<file path="src/rtl/skein_nonce_scanner.sv">
// Drives a nonce range into the skein512 core at one nonce per two clocks, compares each
// returned hash against a 64-bit target and queues winning nonces for the host.
module skein_nonce_scanner #(
  parameter int NONCE_LAG  = 56,
  parameter int FIFO_DEPTH = 4
) (
  input  logic         clk,
  input  logic         reset_n,
  input  logic         start,
  input  logic [31:0]  nonce_start,
  input  logic [31:0]  nonce_end,
  input  logic [63:0]  target,
  output logic [31:0]  nonce,
  input  logic [511:0] hash_in,
  output logic         busy,
  output logic         done,
  output logic         found_valid,
  output logic [31:0]  found_nonce,
  input  logic         found_ready,
  output logic         overflow
);
  localparam int LAG_W = $clog2(NONCE_LAG + 1);
  localparam int PTR_W = $clog2(FIFO_DEPTH);
  localparam logic [LAG_W-1:0] LAG_FULL = LAG_W'(NONCE_LAG);
  localparam logic [PTR_W:0]   CNT_FULL = (PTR_W+1)'(FIFO_DEPTH);
  localparam logic [PTR_W:0]   CNT_ONE  = (PTR_W+1)'(1);

  typedef enum logic [1:0] {IDLE, SCAN, DRAIN, DONE} state_t;

  state_t             state, state_nxt;
  logic               phase;
  logic [31:0]        issue_ctr, check_ctr, end_nonce;
  logic [63:0]        tgt;
  logic [LAG_W-1:0]   issued;
  logic [31:0]        mem [FIFO_DEPTH];
  logic [PTR_W-1:0]   wr_ptr, rd_ptr, rd_nxt;
  logic [PTR_W:0]     count;
  logic [63:0]        metric;
  logic               accept, active, slot, issue, check, win, full, pop, push, drop;
  logic               last_issue, last_check;
  logic               unused_hash_bits;

  assign accept     = (state == IDLE) && start;
  assign active     = (state == SCAN) || (state == DRAIN);
  // Every phase==1 cycle is a core slot; in DRAIN the core re-hashes the held nonce.
  assign slot       = active && phase;
  assign issue      = slot && (state == SCAN);
  assign check      = slot && (issued == LAG_FULL);
  assign metric     = hash_in[511:448];
  assign win        = check && (metric <= tgt);
  assign full       = (count == CNT_FULL);
  assign pop        = found_valid && found_ready;
  assign push       = win && (!full || pop);
  assign drop       = win && full && !pop;
  assign last_issue = issue && (issue_ctr == end_nonce);
  assign last_check = check && (check_ctr == end_nonce);
  assign found_valid = (count != '0);
  assign rd_nxt     = rd_ptr + 1'b1;
  assign unused_hash_bits = ^hash_in[447:0];

  always_ff @(posedge clk or negedge reset_n) begin
    if (!reset_n) state <= IDLE;
    else          state <= state_nxt;
  end

  always_comb begin
    state_nxt = state;
    busy      = 1'b0;
    done      = 1'b0;
    case (state)
      IDLE:  if (accept) state_nxt = SCAN;
      SCAN: begin
        busy = 1'b1;
        if (last_check)      state_nxt = DONE;
        else if (last_issue) state_nxt = DRAIN;
      end
      DRAIN: begin
        busy = 1'b1;
        if (last_check) state_nxt = DONE;
      end
      DONE: begin
        done      = 1'b1;
        state_nxt = IDLE;
      end
      default: state_nxt = IDLE;
    endcase
  end

  always_ff @(posedge clk or negedge reset_n) begin
    if (!reset_n) begin
      phase     <= 1'b0;
      issued    <= '0;
      issue_ctr <= '0;
      check_ctr <= '0;
      end_nonce <= '0;
      tgt       <= '0;
      nonce     <= '0;
      overflow  <= 1'b0;
    end else if (accept) begin
      phase     <= 1'b0;
      issued    <= '0;
      issue_ctr <= nonce_start;
      check_ctr <= nonce_start;
      end_nonce <= nonce_end;
      tgt       <= target;
      overflow  <= 1'b0;
    end else begin
      if (active) phase <= ~phase;
      if (slot && (issued != LAG_FULL)) issued <= issued + 1'b1;
      if (issue) begin
        nonce     <= issue_ctr;
        issue_ctr <= issue_ctr + 32'd1;
      end
      if (check) check_ctr <= check_ctr + 32'd1;
      if (drop)  overflow  <= 1'b1;
    end
  end

  // found_nonce is a registered copy of the FIFO head, forwarded from the push when needed.
  always_ff @(posedge clk or negedge reset_n) begin
    if (!reset_n) begin
      wr_ptr      <= '0;
      rd_ptr      <= '0;
      count       <= '0;
      found_nonce <= '0;
    end else begin
      if (push) wr_ptr <= wr_ptr + 1'b1;
      if (pop)  rd_ptr <= rd_nxt;
      case ({push, pop})
        2'b10:   count <= count + 1'b1;
        2'b01:   count <= count - 1'b1;
        default: ;
      endcase
      if (pop) begin
        if (count != CNT_ONE) found_nonce <= mem[rd_nxt];
        else if (push)        found_nonce <= check_ctr;
      end else if (!found_valid && push) begin
        found_nonce <= check_ctr;
      end
    end
  end

  always_ff @(posedge clk) begin
    if (push) mem[wr_ptr] <= check_ctr;
  end

endmodule

</file>
<file path="config.mk">
export PLATFORM = sky130hd
export DESIGN_NAME = skein_nonce_scanner
export DESIGN_NICKNAME = d
export VERILOG_FILES = /design/src/rtl/skein_nonce_scanner.sv
export SDC_FILE = /design/constraint.sdc
export NUM_CORES = 1
export LEC_CHECK = 0
export BUFFER_PORTS_ARGS = -buffer_cell sky130_fd_sc_hd__buf_2
export CAP_MARGIN = 5
export CORE_AREA = 2 2 281 283
export CTS_CLUSTER_DIAMETER = 50
export DETAILED_ROUTE_END_ITERATION = 10
export DIE_AREA = 0 0 283 285
export MAX_ROUTING_LAYER = met4
export PLACE_DENSITY_LB_ADDON = 0.12
export SETUP_SLACK_MARGIN = 0.3
export SYNTH_ARGS = -nofsm -noshare
export SYNTH_HDL_FRONTEND = slang
export SYNTH_SLANG_ARGS = --single-unit
</file>
<file path="constraint.sdc">
create_clock -name clk -period 4.2 [get_ports clk]
set_input_delay 0.21 -clock clk [delete_from_list [all_inputs] [get_ports clk]]
set_output_delay 0.21 -clock clk [all_outputs]
set_load 0.1 [all_outputs]
</file>
==> results.ini <==
[synthesis]
synth_compound_area_share_pct=9.279
synthCells=1490
ys_types=59
syn_nets=2215
synth-seq-cells=369
synthArstFlopShare_pct=65.31
synth-edff-count=128
muxShareOfSynthArea_pct=6.652
synthAdderAreaFrac_pct=5.831
netlist_area_mm2=0.01738
ys_warn_count=0
synthFlopType=dfrtp_1
synth_xor_area_share_pct=6.753
syn_area_per_cell_um2=11.66
synth_top_family_by_area=simple AND/OR/NAND/NOR gates
synth_seq_area_share_pct=56.81
yosys.area_share.simple_pct=11.34

[floorplan]
io_pins=712
die-area_mm2=0.08066
coreArea_mm2=0.07797
chipHeight_um=285
start_util_pct=22.29
num_rows=103
die_x_um=283

[job]
maxCapViolations=0

[global_routing]
grt_max_degree=122
grt_pass1_vias=13585
grt_pass1_wl_um=91150
met1_usage_pct=22.11
gr-usage-met3_pct=3.816
track_usage_pct=15.64
globalRoute.busiestLayer=met1
grt_overflow_total=0
globalRouteMet2Util_pct=21.88
antenna_found_initial=21

[sta]
fmax_mhz=275.9
whs_ps=165.5
fin_crit_sh_pct=86.31
tns_ps=0
worstMarginPinSlew_ps=988.3
fin_skew_ps=31.93
rsz0062_at_grt=false
period_minus_slack_ps=3625
slew_violations=0
setup_violations=0
finalWorstSetupSlack_ps=575.0
hold_viol_final=0
relSlewSlack_pct=34.11

[detailed_routing]
vias=12885
drc=0
viasPerCell=4.237
firstDrtPassIters=7
drt_wl_total_um=61180
ant_nets=0
wl_per_cell_um=20.12
dr.first_iter.drc_count=667

[placement]
gp_congestion=0.8137
dp_slack_ps=579.5
hpwl_um=44530
io_buffers=263

[cts]
cts_setup_buffers=0
max-clock-path-buffers=3
clk_pin_slew_ps=60
cts_tree=done
postCtsResizedCells=0
cts_made_buffers=66
insertion_delay_ps=610
cts_num_sinks=369
hold_buffers=130
h-tree-depth=3
cts.root.buffer_cell=clkbuf_16

[critical_path]
cp_slowest_cell=o41ai_4
path_class=reg2reg
path_cells=inv_1, ha_1, a21oi_1, o21ai_0, a221o_1, o31a_1, o41ai_4, nand2_4, buf_12, o22a_1, o21a_1
critPathRequiredTime_ps=4680
cp.arrival_ps=4100
start_kind=flop
cp_max_fo=32
cp-end-kind=flop
cpPeakStageDelay_ps=810

[run_status]
status=completed

[pwr]
p_leak_nw=9.516
ir_drop_v=0.0002174
power.density_mw_per_mm2=435.0

[cells_and_area]
regArea_mm2=0.009877
nNetsFinal=2644
final_layout_size_suffix_gt1_share_pct=24.99
fillCellCount=8009
multi_input_comb_area_mm2=0.006948
syn2layout_area_growth_pct=37.28

[min_path]
hp-class=in2async

layout by cell type (no fill, tap or decap), drive strengths merged, types with 5 or more instances in the layout:
| master | count |
|---|---|
| buf | 296 |
| nand2 | 212 |
| clkinv | 9 |
| diode | 22 |
| dfrtp | 241 |
| inv | 92 |
| nor2 | 77 |
| nor3 | 9 |
| a21oi | 96 |
| o21a | 33 |
| nand4 | 42 |
| edfxtp | 128 |
| xnor2 | 71 |
| a21o | 5 |
| o22a | 32 |
| dlygate4sd3 | 130 |
| bufinv | 9 |
| clkbuf | 83 |
| ha | 81 |
| mux2 | 34 |
| and4 | 6 |
| nor4 | 14 |
| mux4 | 32 |
| xor2 | 63 |
| and2 | 8 |
| and3 | 12 |
| o21ai | 77 |
| nand3 | 33 |
metal layers:
layer	part of all wire [%]	vias to the layer above	wire length (µm)
li1	-	6206	-
met1	50	6241	30830
met2	42	355	25530
met3	5.7	83	3503
met4	2.2	0	1320
met5	0	-	0
cell families after synthesis:
family	after synthesis
fa+ha+maj	81
flops	369
simple gates	431
compound gates	262
mux	69
buf+inv	144
xor+xnor	134
cell type report:
class	count	share of cell area [%]
clock inverters	35	2.208
multi-input cells	977	29.12
well taps	1050	5.506
clock buffers	83	7.567
inverters	79	1.243
repair buffers	426	12.73
diodes	22	0.2307
flip-flops and latches	369	41.39
critical path: cells and delay by family, from the launching register on:
kind,cells,cell delay (ps)
simple gates,1,80
compound gates,7,2540
fa+ha+maj,1,240
buf+inv,2,300
flops,1,350
registers in the layout, summed over array words and instances (netlist names):
name,flops
mem,128
issued,6
tgt,64
rd_ptr,2
count,3
state,2
phase,1
nonce,32
issue_ctr,32
end_nonce,32
found_nonce,32
check_ctr,32
wr_ptr,2
overflow,1
stage by stage:
step	std cells	cell area [µm²]	power (mW)	util, %
after floorplan	1490	17390	4.335	-
after global placement	2771	20170	4.700	25.87
after detailed placement	2771	20170	4.706	25.87
after CTS	3019	23810	10.59	30.53
after global routing	3037	23850	10.80	30.59
final	3041	23860	10.38	30.60
synth_stat cells, types with 9 or more instances:
library cell  instances  area share (%)
xnor2_1              71             3.6
ha_1                 81             5.8
nand4_1              41             1.5
dfrtp_1             241              35
o21a_1               33             1.4
edfxtp_1            128              22
o21ai_0              75             2.2
inv_1                79             1.7
mux4_4                9             1.3
and3_1               12            0.43
mux2_2               34             2.2
nor2_1               77             1.7
clkbuf_1             52             1.1
nor4_1               13            0.47
a21oi_1              96             2.8
nand2_1             210             4.5
nand3_1              33            0.95
xor2_1               63             3.2
nor3_1                9            0.26
o22a_1               30             1.5
mux4_2               23             3.0
path summary, 6_finish.rpt:
check / startpoint / slack (ps) / cells past startpoint / end
min in group clk: start / 190 / 3 / state[1]
hold / removal: reset_n / 170 / 2 / found_nonce[25]
hold reg to reg: found_nonce[24] / 480 / 1 / found_nonce[24]
setup / recovery: tgt[33] / 570 / 11 / found_nonce[4]
max in group asynchronous: reset_n / 2960 / 3 / issue_ctr[30]
setup reg to reg: tgt[33] / 570 / 11 / found_nonce[4]
power breakdown:
group	leakage [nW]	switching, mW	internal (mW)
combinational	5.01	0.408	0.391
sequential	3.38	0.163	3.74
clock	1.13	2.02	3.65
total	9.52	2.60	7.78
No activity file was read; power rests on OpenSTA's default activity.
